`config.mk`:
```
export PLATFORM = sky130hd
export DESIGN_NAME = cpc_key_matrix
export DESIGN_NICKNAME = d
export VERILOG_FILES = /design/src/rtl/cpc_kbd_pkg.sv /design/src/rtl/cpc_key_matrix_keymap.sv /design/src/rtl/cpc_key_matrix.sv
export SDC_FILE = /design/constraint.sdc
export NUM_CORES = 1
export LEC_CHECK = 0
export CAP_MARGIN = 20
export CORE_AREA = 2 2 257 158
export DETAILED_ROUTE_END_ITERATION = 7
export DIE_AREA = 0 0 259 160
export PLACE_DENSITY = 0.6
export SLEW_MARGIN = 20
export SYNTH_ARGS = -nofsm -noshare
export SYNTH_HDL_FRONTEND = slang
export SYNTH_SLANG_ARGS = --single-unit
```
`constraint.sdc`:
```
create_clock -name clk_sys -period 13.41 [get_ports clk_sys]
set_input_delay 2.682 -clock clk_sys [delete_from_list [all_inputs] [get_ports clk_sys]]
set_output_delay 2.682 -clock clk_sys [all_outputs]
set_load 0.1 [all_outputs]
```
`src/rtl/cpc_kbd_pkg.sv`:
```
// Shared constants and types for the CPC keyboard matrix block.
// Latency: n/a (declarations only).
// Backpressure: n/a.
package cpc_kbd_pkg;

    localparam int KBD_ROWS    = 10;
    localparam int JOY0_ROW    = 9;
    localparam int JOY1_ROW    = 6;
    localparam int PS2_EXT_BIT = 8;
    localparam int PS2_TGL_BIT = 10;

    // Matrix position produced by the keymap ROM; hit=0 means "not a CPC key".
    typedef struct packed {
        logic       hit;
        logic [3:0] row;
        logic [2:0] bit_;
    } kpos_t;

    function automatic kpos_t key_at(input logic [3:0] row, input logic [2:0] bit_);
        kpos_t p;
        p.hit  = 1'b1;
        p.row  = row;
        p.bit_ = bit_;
        return p;
    endfunction

endpackage

```
`src/rtl/cpc_key_matrix_keymap.sv`:
```
// PS/2 set-2 scan code (with E0 flag in bit 8) to CPC matrix row/bit ROM.
// Latency: purely combinational.
// Backpressure: none; output follows the code input.
module cpc_keymap
    import cpc_kbd_pkg::*;
(
    input  logic [8:0] code,
    output kpos_t      pos
);

    // Case ROM; keypad digits alias onto the CPC F0..F9 keypad keys.
    always_comb begin
        pos = '0;
        case (code)
            // row 0: cursor up/right/down, F9 F6 F3, small Enter, keypad dot
            9'h175: pos = key_at(4'd0, 3'd0);
            9'h174: pos = key_at(4'd0, 3'd1);
            9'h172: pos = key_at(4'd0, 3'd2);
            9'h001: pos = key_at(4'd0, 3'd3);
            9'h07D: pos = key_at(4'd0, 3'd3);
            9'h00B: pos = key_at(4'd0, 3'd4);
            9'h074: pos = key_at(4'd0, 3'd4);
            9'h004: pos = key_at(4'd0, 3'd5);
            9'h07A: pos = key_at(4'd0, 3'd5);
            9'h15A: pos = key_at(4'd0, 3'd6);
            9'h071: pos = key_at(4'd0, 3'd7);
            // row 1: cursor left, Copy, F7 F8 F5 F1 F2 F0
            9'h16B: pos = key_at(4'd1, 3'd0);
            9'h17A: pos = key_at(4'd1, 3'd1);
            9'h083: pos = key_at(4'd1, 3'd2);
            9'h06C: pos = key_at(4'd1, 3'd2);
            9'h00A: pos = key_at(4'd1, 3'd3);
            9'h075: pos = key_at(4'd1, 3'd3);
            9'h003: pos = key_at(4'd1, 3'd4);
            9'h073: pos = key_at(4'd1, 3'd4);
            9'h005: pos = key_at(4'd1, 3'd5);
            9'h069: pos = key_at(4'd1, 3'd5);
            9'h006: pos = key_at(4'd1, 3'd6);
            9'h072: pos = key_at(4'd1, 3'd6);
            9'h009: pos = key_at(4'd1, 3'd7);
            9'h070: pos = key_at(4'd1, 3'd7);
            // row 2: Clr [ Return ] F4 Shift \ Control
            9'h171: pos = key_at(4'd2, 3'd0);
            9'h054: pos = key_at(4'd2, 3'd1);
            9'h05A: pos = key_at(4'd2, 3'd2);
            9'h05B: pos = key_at(4'd2, 3'd3);
            9'h00C: pos = key_at(4'd2, 3'd4);
            9'h06B: pos = key_at(4'd2, 3'd4);
            9'h012: pos = key_at(4'd2, 3'd5);
            9'h059: pos = key_at(4'd2, 3'd5);
            9'h05D: pos = key_at(4'd2, 3'd6);
            9'h014: pos = key_at(4'd2, 3'd7);
            9'h114: pos = key_at(4'd2, 3'd7);
            // row 3: ^ - @ P ; : / .
            9'h055: pos = key_at(4'd3, 3'd0);
            9'h04E: pos = key_at(4'd3, 3'd1);
            9'h00E: pos = key_at(4'd3, 3'd2);
            9'h04D: pos = key_at(4'd3, 3'd3);
            9'h04C: pos = key_at(4'd3, 3'd4);
            9'h052: pos = key_at(4'd3, 3'd5);
            9'h04A: pos = key_at(4'd3, 3'd6);
            9'h049: pos = key_at(4'd3, 3'd7);
            // row 4: 0 9 O I L K M ,
            9'h045: pos = key_at(4'd4, 3'd0);
            9'h046: pos = key_at(4'd4, 3'd1);
            9'h044: pos = key_at(4'd4, 3'd2);
            9'h043: pos = key_at(4'd4, 3'd3);
            9'h04B: pos = key_at(4'd4, 3'd4);
            9'h042: pos = key_at(4'd4, 3'd5);
            9'h03A: pos = key_at(4'd4, 3'd6);
            9'h041: pos = key_at(4'd4, 3'd7);
            // row 5: 8 7 U Y H J N Space
            9'h03E: pos = key_at(4'd5, 3'd0);
            9'h03D: pos = key_at(4'd5, 3'd1);
            9'h03C: pos = key_at(4'd5, 3'd2);
            9'h035: pos = key_at(4'd5, 3'd3);
            9'h033: pos = key_at(4'd5, 3'd4);
            9'h03B: pos = key_at(4'd5, 3'd5);
            9'h031: pos = key_at(4'd5, 3'd6);
            9'h029: pos = key_at(4'd5, 3'd7);
            // row 6: 6 5 R T G F B V
            9'h036: pos = key_at(4'd6, 3'd0);
            9'h02E: pos = key_at(4'd6, 3'd1);
            9'h02D: pos = key_at(4'd6, 3'd2);
            9'h02C: pos = key_at(4'd6, 3'd3);
            9'h034: pos = key_at(4'd6, 3'd4);
            9'h02B: pos = key_at(4'd6, 3'd5);
            9'h032: pos = key_at(4'd6, 3'd6);
            9'h02A: pos = key_at(4'd6, 3'd7);
            // row 7: 4 3 E W S D C X
            9'h025: pos = key_at(4'd7, 3'd0);
            9'h026: pos = key_at(4'd7, 3'd1);
            9'h024: pos = key_at(4'd7, 3'd2);
            9'h01D: pos = key_at(4'd7, 3'd3);
            9'h01B: pos = key_at(4'd7, 3'd4);
            9'h023: pos = key_at(4'd7, 3'd5);
            9'h021: pos = key_at(4'd7, 3'd6);
            9'h022: pos = key_at(4'd7, 3'd7);
            // row 8: 1 2 Esc Q Tab A CapsLock Z
            9'h016: pos = key_at(4'd8, 3'd0);
            9'h01E: pos = key_at(4'd8, 3'd1);
            9'h076: pos = key_at(4'd8, 3'd2);
            9'h015: pos = key_at(4'd8, 3'd3);
            9'h00D: pos = key_at(4'd8, 3'd4);
            9'h01C: pos = key_at(4'd8, 3'd5);
            9'h058: pos = key_at(4'd8, 3'd6);
            9'h01A: pos = key_at(4'd8, 3'd7);
            // row 9: Del (bits 5..0 belong to joystick 0)
            9'h066: pos = key_at(4'd9, 3'd7);
            default: pos = '0;
        endcase
    end

endmodule

```
`src/rtl/cpc_key_matrix.sv`:
```
// PS/2 events + joysticks -> CPC key matrix with tap stretching, read by row select.
// Latency: col_n/any_key registered, 1 cycle after row_sel or matrix change.
// Backpressure: none; every ps2 toggle is consumed in the cycle it appears.
module cpc_key_matrix
    import cpc_kbd_pkg::*;
#(
    parameter int ROWS   = KBD_ROWS,
    parameter bit JOY_EN = 1'b1
) (
    input  logic        clk_sys,
    input  logic        reset_n,
    input  logic [10:0] ps2_key,
    input  logic [5:0]  joy0,
    input  logic [5:0]  joy1,
    input  logic [3:0]  row_sel,
    input  logic        row_rd,
    input  logic        key_clear,
    output logic [7:0]  col_n,
    output logic        any_key
);

    localparam logic [4:0] ROWS_W = 5'(ROWS);

    logic       tgl_q;
    logic [7:0] key_q  [ROWS];
    logic [7:0] seen_q [ROWS];
    logic [7:0] pend_q [ROWS];
    logic [7:0] key_n  [ROWS];
    logic [7:0] seen_n [ROWS];
    logic [7:0] pend_n [ROWS];

    kpos_t      pos;
    logic       evt;
    logic       sel_ok;
    logic       pos_ok;
    logic [7:0] jmask;
    logic [7:0] col_d;
    logic       any_d;

    cpc_keymap u_keymap (
        .code ({ps2_key[PS2_EXT_BIT], ps2_key[7:0]}),
        .pos  (pos)
    );

    assign evt    = ps2_key[PS2_TGL_BIT] != tgl_q;
    assign sel_ok = {1'b0, row_sel} < ROWS_W;
    assign pos_ok = pos.hit && ({1'b0, pos.row} < ROWS_W);

    // Next-state matrix: row read first, then the ps2 event, clear overrides both.
    always_comb begin
        for (int r = 0; r < ROWS; r++) begin
            key_n[r]  = key_q[r];
            seen_n[r] = seen_q[r];
            pend_n[r] = pend_q[r];
        end
        if (row_rd && sel_ok) begin
            seen_n[row_sel] = seen_q[row_sel] | key_q[row_sel];
            key_n[row_sel]  = key_q[row_sel] & ~pend_q[row_sel];
            pend_n[row_sel] = '0;
        end
        if (evt && pos_ok) begin
            if (ps2_key[9]) begin
                key_n[pos.row][pos.bit_]  = 1'b1;
                seen_n[pos.row][pos.bit_] = 1'b0;
                pend_n[pos.row][pos.bit_] = 1'b0;
            end else if (key_n[pos.row][pos.bit_]) begin
                // An unscanned tap is held until its row has been read once.
                if (seen_n[pos.row][pos.bit_]) begin
                    key_n[pos.row][pos.bit_] = 1'b0;
                end else begin
                    pend_n[pos.row][pos.bit_] = 1'b1;
                end
            end
        end
        if (key_clear) begin
            for (int r = 0; r < ROWS; r++) begin
                key_n[r]  = '0;
                seen_n[r] = '0;
                pend_n[r] = '0;
            end
        end
    end

    // Joystick overlay for the selected row.
    always_comb begin
        jmask = '0;
        if (JOY_EN) begin
            if (row_sel == 4'(JOY0_ROW)) begin
                jmask = {2'b00, joy0};
            end else if (row_sel == 4'(JOY1_ROW)) begin
                jmask = {2'b00, joy1};
            end
        end
    end

    // Column mux and any-key reduction feeding the output registers.
    always_comb begin
        col_d = 8'hFF;
        if (sel_ok) begin
            col_d = ~(key_q[row_sel] | jmask);
        end
        any_d = 1'b0;
        for (int r = 0; r < ROWS; r++) begin
            any_d = any_d | (|key_q[r]);
        end
    end

    // State and output registers; tracker loads the live toggle so reset replays nothing.
    always_ff @(posedge clk_sys) begin
        if (!reset_n) begin
            tgl_q <= ps2_key[PS2_TGL_BIT];
            for (int r = 0; r < ROWS; r++) begin
                key_q[r]  <= '0;
                seen_q[r] <= '0;
                pend_q[r] <= '0;
            end
            col_n   <= 8'hFF;
            any_key <= 1'b0;
        end else begin
            tgl_q <= ps2_key[PS2_TGL_BIT];
            for (int r = 0; r < ROWS; r++) begin
                key_q[r]  <= key_n[r];
                seen_q[r] <= seen_n[r];
                pend_q[r] <= pend_n[r];
            end
            col_n   <= col_d;
            any_key <= any_d;
        end
    end

endmodule
```
==> Word-level counts from Yosys, hierarchy flattened <==
Memories as Yosys holds them, arrays and structs flattened.
Cells that the tools add are included.
{ "word_totals": {"romBits": 0, "word_cells": 254, "input_bits": 31, "mem_count": 3, "latchBits": 0, "regBits": 10, "ramBits": 240, "output_inout_bits": 9} }
{ "op_classes": {"div_mod_pow": 0, "n_mul": 0, "eq_ne": 88, "bitwise_logic": 54, "shift": 0, "n_addsub": 0, "reduce_logical": 29, "n_mux": 69, "n_lt_le_gt_ge": 8} }
{ "memory_table": {"columns": ["name", "words", "word_bits", "rd", "rd_ports_with_merged_regs", "write_ports", "line", "source"], "rows": [
  ["key_q", 10, 8, 11, 0, 10, "cpc_key_matrix.sv:25", "logic [7:0] key_q [ROWS];"],
  ["pend_q", 10, 8, 11, 0, 10, "cpc_key_matrix.sv:27", "logic [7:0] pend_q [ROWS];"],
  ["seen_q", 10, 8, 11, 0, 10, "cpc_key_matrix.sv:26", "logic [7:0] seen_q [ROWS];"]
]} }
{ "op_table": {"columns": ["op", "n"], "rows": [
  ["$mux W80", 16],
  ["$pmux W8 S73", 1],
  ["$and A80 B80 Y80", 4],
  ["$eq A9 B7 Y1 const B", 33],
  ["$mux W8", 36],
  ["$eq A9 B6 Y1 const B", 23],
  ["$bwmux W80", 2],
  ["$not A80 Y80", 2],
  ["$or A80 B80 Y80", 2],
  ["$eq A9 B5 Y1 const B", 9],
  ["$reduce_or A8 Y1", 10],
  ["$eq A9 B9 Y1 const B", 8],
  ["$bmux W8 S4", 2],
  ["$demux W8 S4", 2],
  ["$eq A9 B4 Y1 const B", 6],
  ["$or A1 B1 Y1", 39],
  ["$eq A9 B3 Y1 const B", 3],
  ["$reduce_or A2 Y1", 12],
  ["$not A8 Y8", 2],
  ["$or A8 B8 Y8", 2],
  ["$mux W6", 2],
  ["$ge A5 B5 Y1 const B", 2],
  ["$lt A5 B1 Y1 const B", 2],
  ["$not A4 Y5", 2],
  ["15 further kinds", 26]
]} }

==> Logic depth before layout (Yosys ltp) <==
{ "logic_depth": {"depth_word": 18, "mapped_depth": 19, "mapped_depth_nobuf": 12} }

==> Cells and area by module <==
A second synthesis with hierarchy kept.
{ "unflattened": {"hier_cells": 2313, "hier_area_um2": 17581.9} }
{ "by_module_without_submodules": {"columns": ["mod", "area_per_inst_um2", "seq_area_each_um2", "cells_each", "n_inst"], "rows": [
  ["cpc_key_matrix", 16034.1, 5004.8, 2067, 1],
  ["cpc_keymap", 1547.7, 0.0, 246, 1]
]} }

==> Least setup slack after synthesis <==
OpenSTA, ideal clock, no wires.
{ "synth_path": {"path_kind": "input port to flip-flop", "from": "in row_sel[2]", "to": "mem key_q[2][5]", "t_arrival_ns": 6.446, "setup_ns": 0.095, "path_stages": 17, "required_ns": 13.315, "path_buffers": 5, "slack_ns": 6.869, "path_cell_list": "buf_2 buf_1 clkbuf_1 mux4_2 mux2_2 a21oi_1 a21oi_1 a21oi_1 mux2i_1 a22oi_1 a311oi_1 a221o_1 a22oi_2 nor3b_1 buf_2 buf_4 a221oi_1"} }
{ "synth_lines": {"columns": ["item", "line", "source"], "rows": [
  ["from (decl)", "cpc_key_matrix.sv:15", "input logic [3:0] row_sel,"],
  ["to (decl)", "cpc_key_matrix.sv:25", null]
]} }

==> results.md <==
- The largest family of logic cells by synthesized area is simple AND/OR/NAND/NOR gates.
- The library cell used most frequently in the layout, excluding fill and tap cells, is dfxtp_1.
- The setup total negative slack is 0 ns.
- Data on the critical path arrives at its endpoint at 10.10 ns.
- Detailed routing inserted a total of 17600 vias.
- Dividing the synthesized area by the synthesized cell count gives 7.87 um2.
- The worst register-to-register path has a depth of 14.
- The filler cell count is 3979.
- After the first detailed-routing iteration, the DRC count stood at 3356.
- The detail route stage leaves a number of antenna-violating nets equal to 0.
- The worst hold path terminates at pend_q[1][0]$_SDFF_PP0_.
- In the synthesized netlist, the number of instances is 1963.
- The signal on the critical path passes through clkdlybuf4s50_1 > or4_1 > nor3_2 > or4_1 > nor4_4 > nand3_2 > buf_4 > and2_0 > a2111oi_1 > a211oi_1 > or4b_1 > nor3_4 > buf_4 > nand3_1 > buf_4 > o41ai_1.
- The initial antenna violation count was 3.
- The number of vias per cell after detailed routing is 7.10.
- IR analysis of the VDD net gives a maximum drop of 82.1 uV.
- The number of detailed-route iterations in the first pass is 8.
- Setup violations remaining at the end of the flow were counted as 0.
- For this design the total switching power over the nets is 534 uW.
- In this run the worst path has a maximum fanout of 64.
- After Yosys synthesis, full adders, half adders and majority gates account for 0% of the synthesized area.
- Compared with the post-synthesis result, the final layout area differs by 11.6%.
- The worst setup path is launched from a primary input.
- The class of the tightest hold or removal check is flop to flop.
- After detailed routing, the total wire length is 83300 um.
- The slew at the pin closest to its max-slew limit is 1.38 ns.
- The TritonCTS buffer count is 25.
- The capturing element type of the critical path is a flop.
- TritonCTS built the clock tree.
- The maximum clock frequency is 104 MHz.
- The antenna diode instance count is 0.
- After Yosys synthesis, XOR and XNOR cells account for 0.113% of the synthesized area.
- Of all flip-flops after synthesis, the portion carrying an async set or reset was 0%.
- The number of nets in the synthesized netlist is 1994.
- The sequential cell fraction of total power is 41.7%.
- The simple logic cell fraction of the synthesized area is 25.0%.
- The data required time of the critical path is 13.87 ns.
- The number of warnings printed during yosys synthesis is 0.
- The floorplan has 57 rows.
- Of the synthesized area, sequential elements account for 32.4%.
- The initial utilization of the core area, before any placement, comes to 39.2%.
- The endpoint identified for the worst register-to-register timing path is pend_q[3][2]$_SDFF_PP0_.
- The cell repeated most along the worst path is buf_4.
- The net count of the finished layout is 1962.
- The library cells used most frequently in the layout, excluding fill and tap cells, are dfxtp_1 (250), nor2_1 (236), nand2_1 (221), mux2i_1 (144), a21oi_1 (122).
- The launch point of the worst path is ps2_key[4].
- The synthesized netlist devotes 22.2% of its cell area to compound gates.
- 40 I/O pins were placed.
- For this run, design rule violations remaining after detail routing come to 0.
- The maximum number of buffers from clock root to sink is 3.
- Entering global routing, the biggest net connects 82 pins.
- The number of synthesized flops with an enable pin is 0.
- The multiplexer area fraction after synthesis is 15.2%.
- The smallest clock period supported by the final layout is computed as 9.64 ns.
- The part of the cycle the worst path needs is 71.9%.
- The multi-input combinational cells in the finished layout cover a total of 0.00976 mm2.
- The clock insertion delay at the later pin of the skew report is 0.58 ns.
- The cell internal power dissipation is 1.26 mW.
- The wire length per cell is 33.6 um.
- The depth of the worst hold-timing path is 2.
- The areal power density over the cells is 104 mW/mm2.
- Hold repair after CTS inserted 0 buffers.
- The number of slew-limit violations in the final report is 0.
- The run finished with clean final reports.
- The core box area is 0.0394 mm2.
- The clock network fraction of design power is 43.5%.
- In this run the static leakage power is 5.75 nW.
- Summed over all nets, the half-perimeter wirelength after detailed placement is 59900 um.
- The H-tree depth is 1.
- The via count of the first global-routing pass is 15800.
- Setup repair after global routing left no endpoint under its margin.
- For this run, the leading register cell type out of synthesis is dfxtp_1.
- The register bit count reported by yosys is 250.
- The startpoint identified for the worst register-to-register timing path is key_q[5][5]$_SDFF_PP0_.
- Net switching is 29.8% of the power.
- Among all stages on the critical path, the largest delay is contributed by clkdlybuf4s50_1.
- The count of port buffers added during placement is 39.
- The synthesized cell area is 0.0155 mm2.
- The ratio of cells with drive above 1 in the final layout is 10.9%.
- In the global route stage, overall resource usage came out at 39.1%.
- The total area of sequential cells is 0.00500 mm2.
- The cell family contributing the most delay on the critical path is simple AND/OR/NAND/NOR gates.
- The die covers 0.0414 mm2.
- The start point of the worst hold path is pend_q[1][0]$_SDFF_PP0_.
- The global placer's final weighted congestion is 1.09.
- The delay contributed by the slowest stage of the critical path is 0.96 ns.
- The first global-routing pass estimated 118000 um of wire.
- The type of the worst setup path is primary input to flop.
- Clock-pin slew was measured on the worst setup and hold paths at 0.07 ns.
- Max-cap violations in this run came to 0.
- The master cell of the clock root buffer is clkbuf_16.
- Measured along the y axis, the die boundary spans 160 um.
- After global routing the overflow that remains totals 0.
- The register-to-register setup slack is 7.33 ns.
- The floorplan step set the die width to 259 um.
- The number of hold-slack violations in the final timing report is 0.
- The number of sinks driven by the clock tree is 250.
- The buffers plus inverters on the worst setup path is 4.
- The buffer count from post-CTS setup fixing is 0.
- Hold is met by 0.463 ns.
- The number of distinct library cells after synthesis is 79.
- The quantity of gates resized following cts is 0.
- For the final database, setup skew stands at 0.0214 ns.
- The combinational cell fraction of total power is 14.8%.
- The worst-case headroom to the max-slew limit is 7.84%.
==> per-stage QoR <==
step                      power, mW  utilization, %  worst slack (ns)  cells  cell area [um2]
after floorplan               0.914               -              6.87   1963            15500
after global placement         1.01            41.5              3.34   2434            16400
after detailed placement       1.01            41.5              3.58   2434            16400
after CTS                      1.77            43.7              4.12   2477            17200
after global routing           1.82            43.7              3.74   2478            17300
final                          1.79            43.7              3.77   2478            17300
==> cells by family (layout without fill, tap and decap cells) <==
kind of cell    after synthesis  after routing
simple gates                813            813
xor+xnor                      2              2
flops                       250            250
compound gates              513            513
mux                         202            202
buf+inv                     183            167
==> worst min-delay path, cell delays in order, from the launching register on <==
cell	delay (ns)
dfxtp_1	0.31
nand2_1	0.05
o22ai_1	0.05
==> cell type report <==
| class | count | area share (%) |
|---|---|---|
| multi-input cells | 1530 | 56.6 |
| flip-flops and latches | 250 | 29.0 |
| repair buffers | 109 | 5.22 |
| clock buffers | 32 | 4.07 |
| well taps | 531 | 3.85 |
| clock inverters | 11 | 0.935 |
| inverters | 15 | 0.326 |
==> how the worst max path moves through the flow <==
stage | cells past startpoint | slack, ns | endpoint
2_1_floorplan | 17 | 6.87 | key_q[2][5]$_SDFF_PP0_
3_3_place_gp | 16 | 3.34 | key_q[8][6]$_SDFF_PP0_
3_5_place_dp | 16 | 3.58 | pend_q[3][2]$_SDFF_PP0_
4_1_cts | 16 | 4.12 | pend_q[3][2]$_SDFF_PP0_
5_1_grt | 16 | 3.74 | pend_q[3][2]$_SDFF_PP0_
6_report | 16 | 3.77 | pend_q[3][2]$_SDFF_PP0_
==> synthesized netlist by cell type (18+ instances only) <==
library cell | number | area [um2]
nand3_1 | 57 | 285
a31oi_1 | 20 | 125
nand2_1 | 221 | 830
o22ai_1 | 43 | 269
a32oi_1 | 39 | 342
dfxtp_1 | 250 | 5000
nor4_1 | 39 | 244
a21oi_1 | 122 | 611
clkbuf_1 | 105 | 394
mux2_2 | 35 | 394
a221oi_1 | 31 | 272
mux2i_1 | 144 | 1440
a211oi_1 | 34 | 255
nor2_1 | 242 | 908
nor3_1 | 101 | 505
mux4_2 | 23 | 518
a22oi_1 | 21 | 158
o21ai_0 | 95 | 475
buf_2 | 35 | 175
and3_1 | 24 | 150
nand4_1 | 18 | 113
==> state kept, by name, summed over array words and instances, names as in the netlist <==
signal and cells:
key_q 80, pend_q 80, seen_q 80, col_n 8, any_key 1, tgl_q 1
==> routing by layer <==
layer / GRT usage [%] / routed length (um) / vias up
met2: 49.7 / 30800 / 1614
met4: 14.3 / 3830 / 4
li1: - / - / 7310
met1: 56.4 / 34000 / 8417
met5: 0 / 117 / -
met3: 17.7 / 14500 / 241
==> power groups by stage <==
| stage | logic [mW] | registers [mW] | clock network [mW] |
|---|---|---|---|
| floorplan | 0.141 | 0.773 | 0 |
| global placement | 0.249 | 0.764 | 0 |
| detailed placement | 0.249 | 0.764 | 0 |
| CTS | 0.250 | 0.747 | 0.777 |
| global route | 0.268 | 0.747 | 0.806 |
| finish | 0.266 | 0.747 | 0.779 |
No activity file was read; power rests on OpenSTA's default activity.
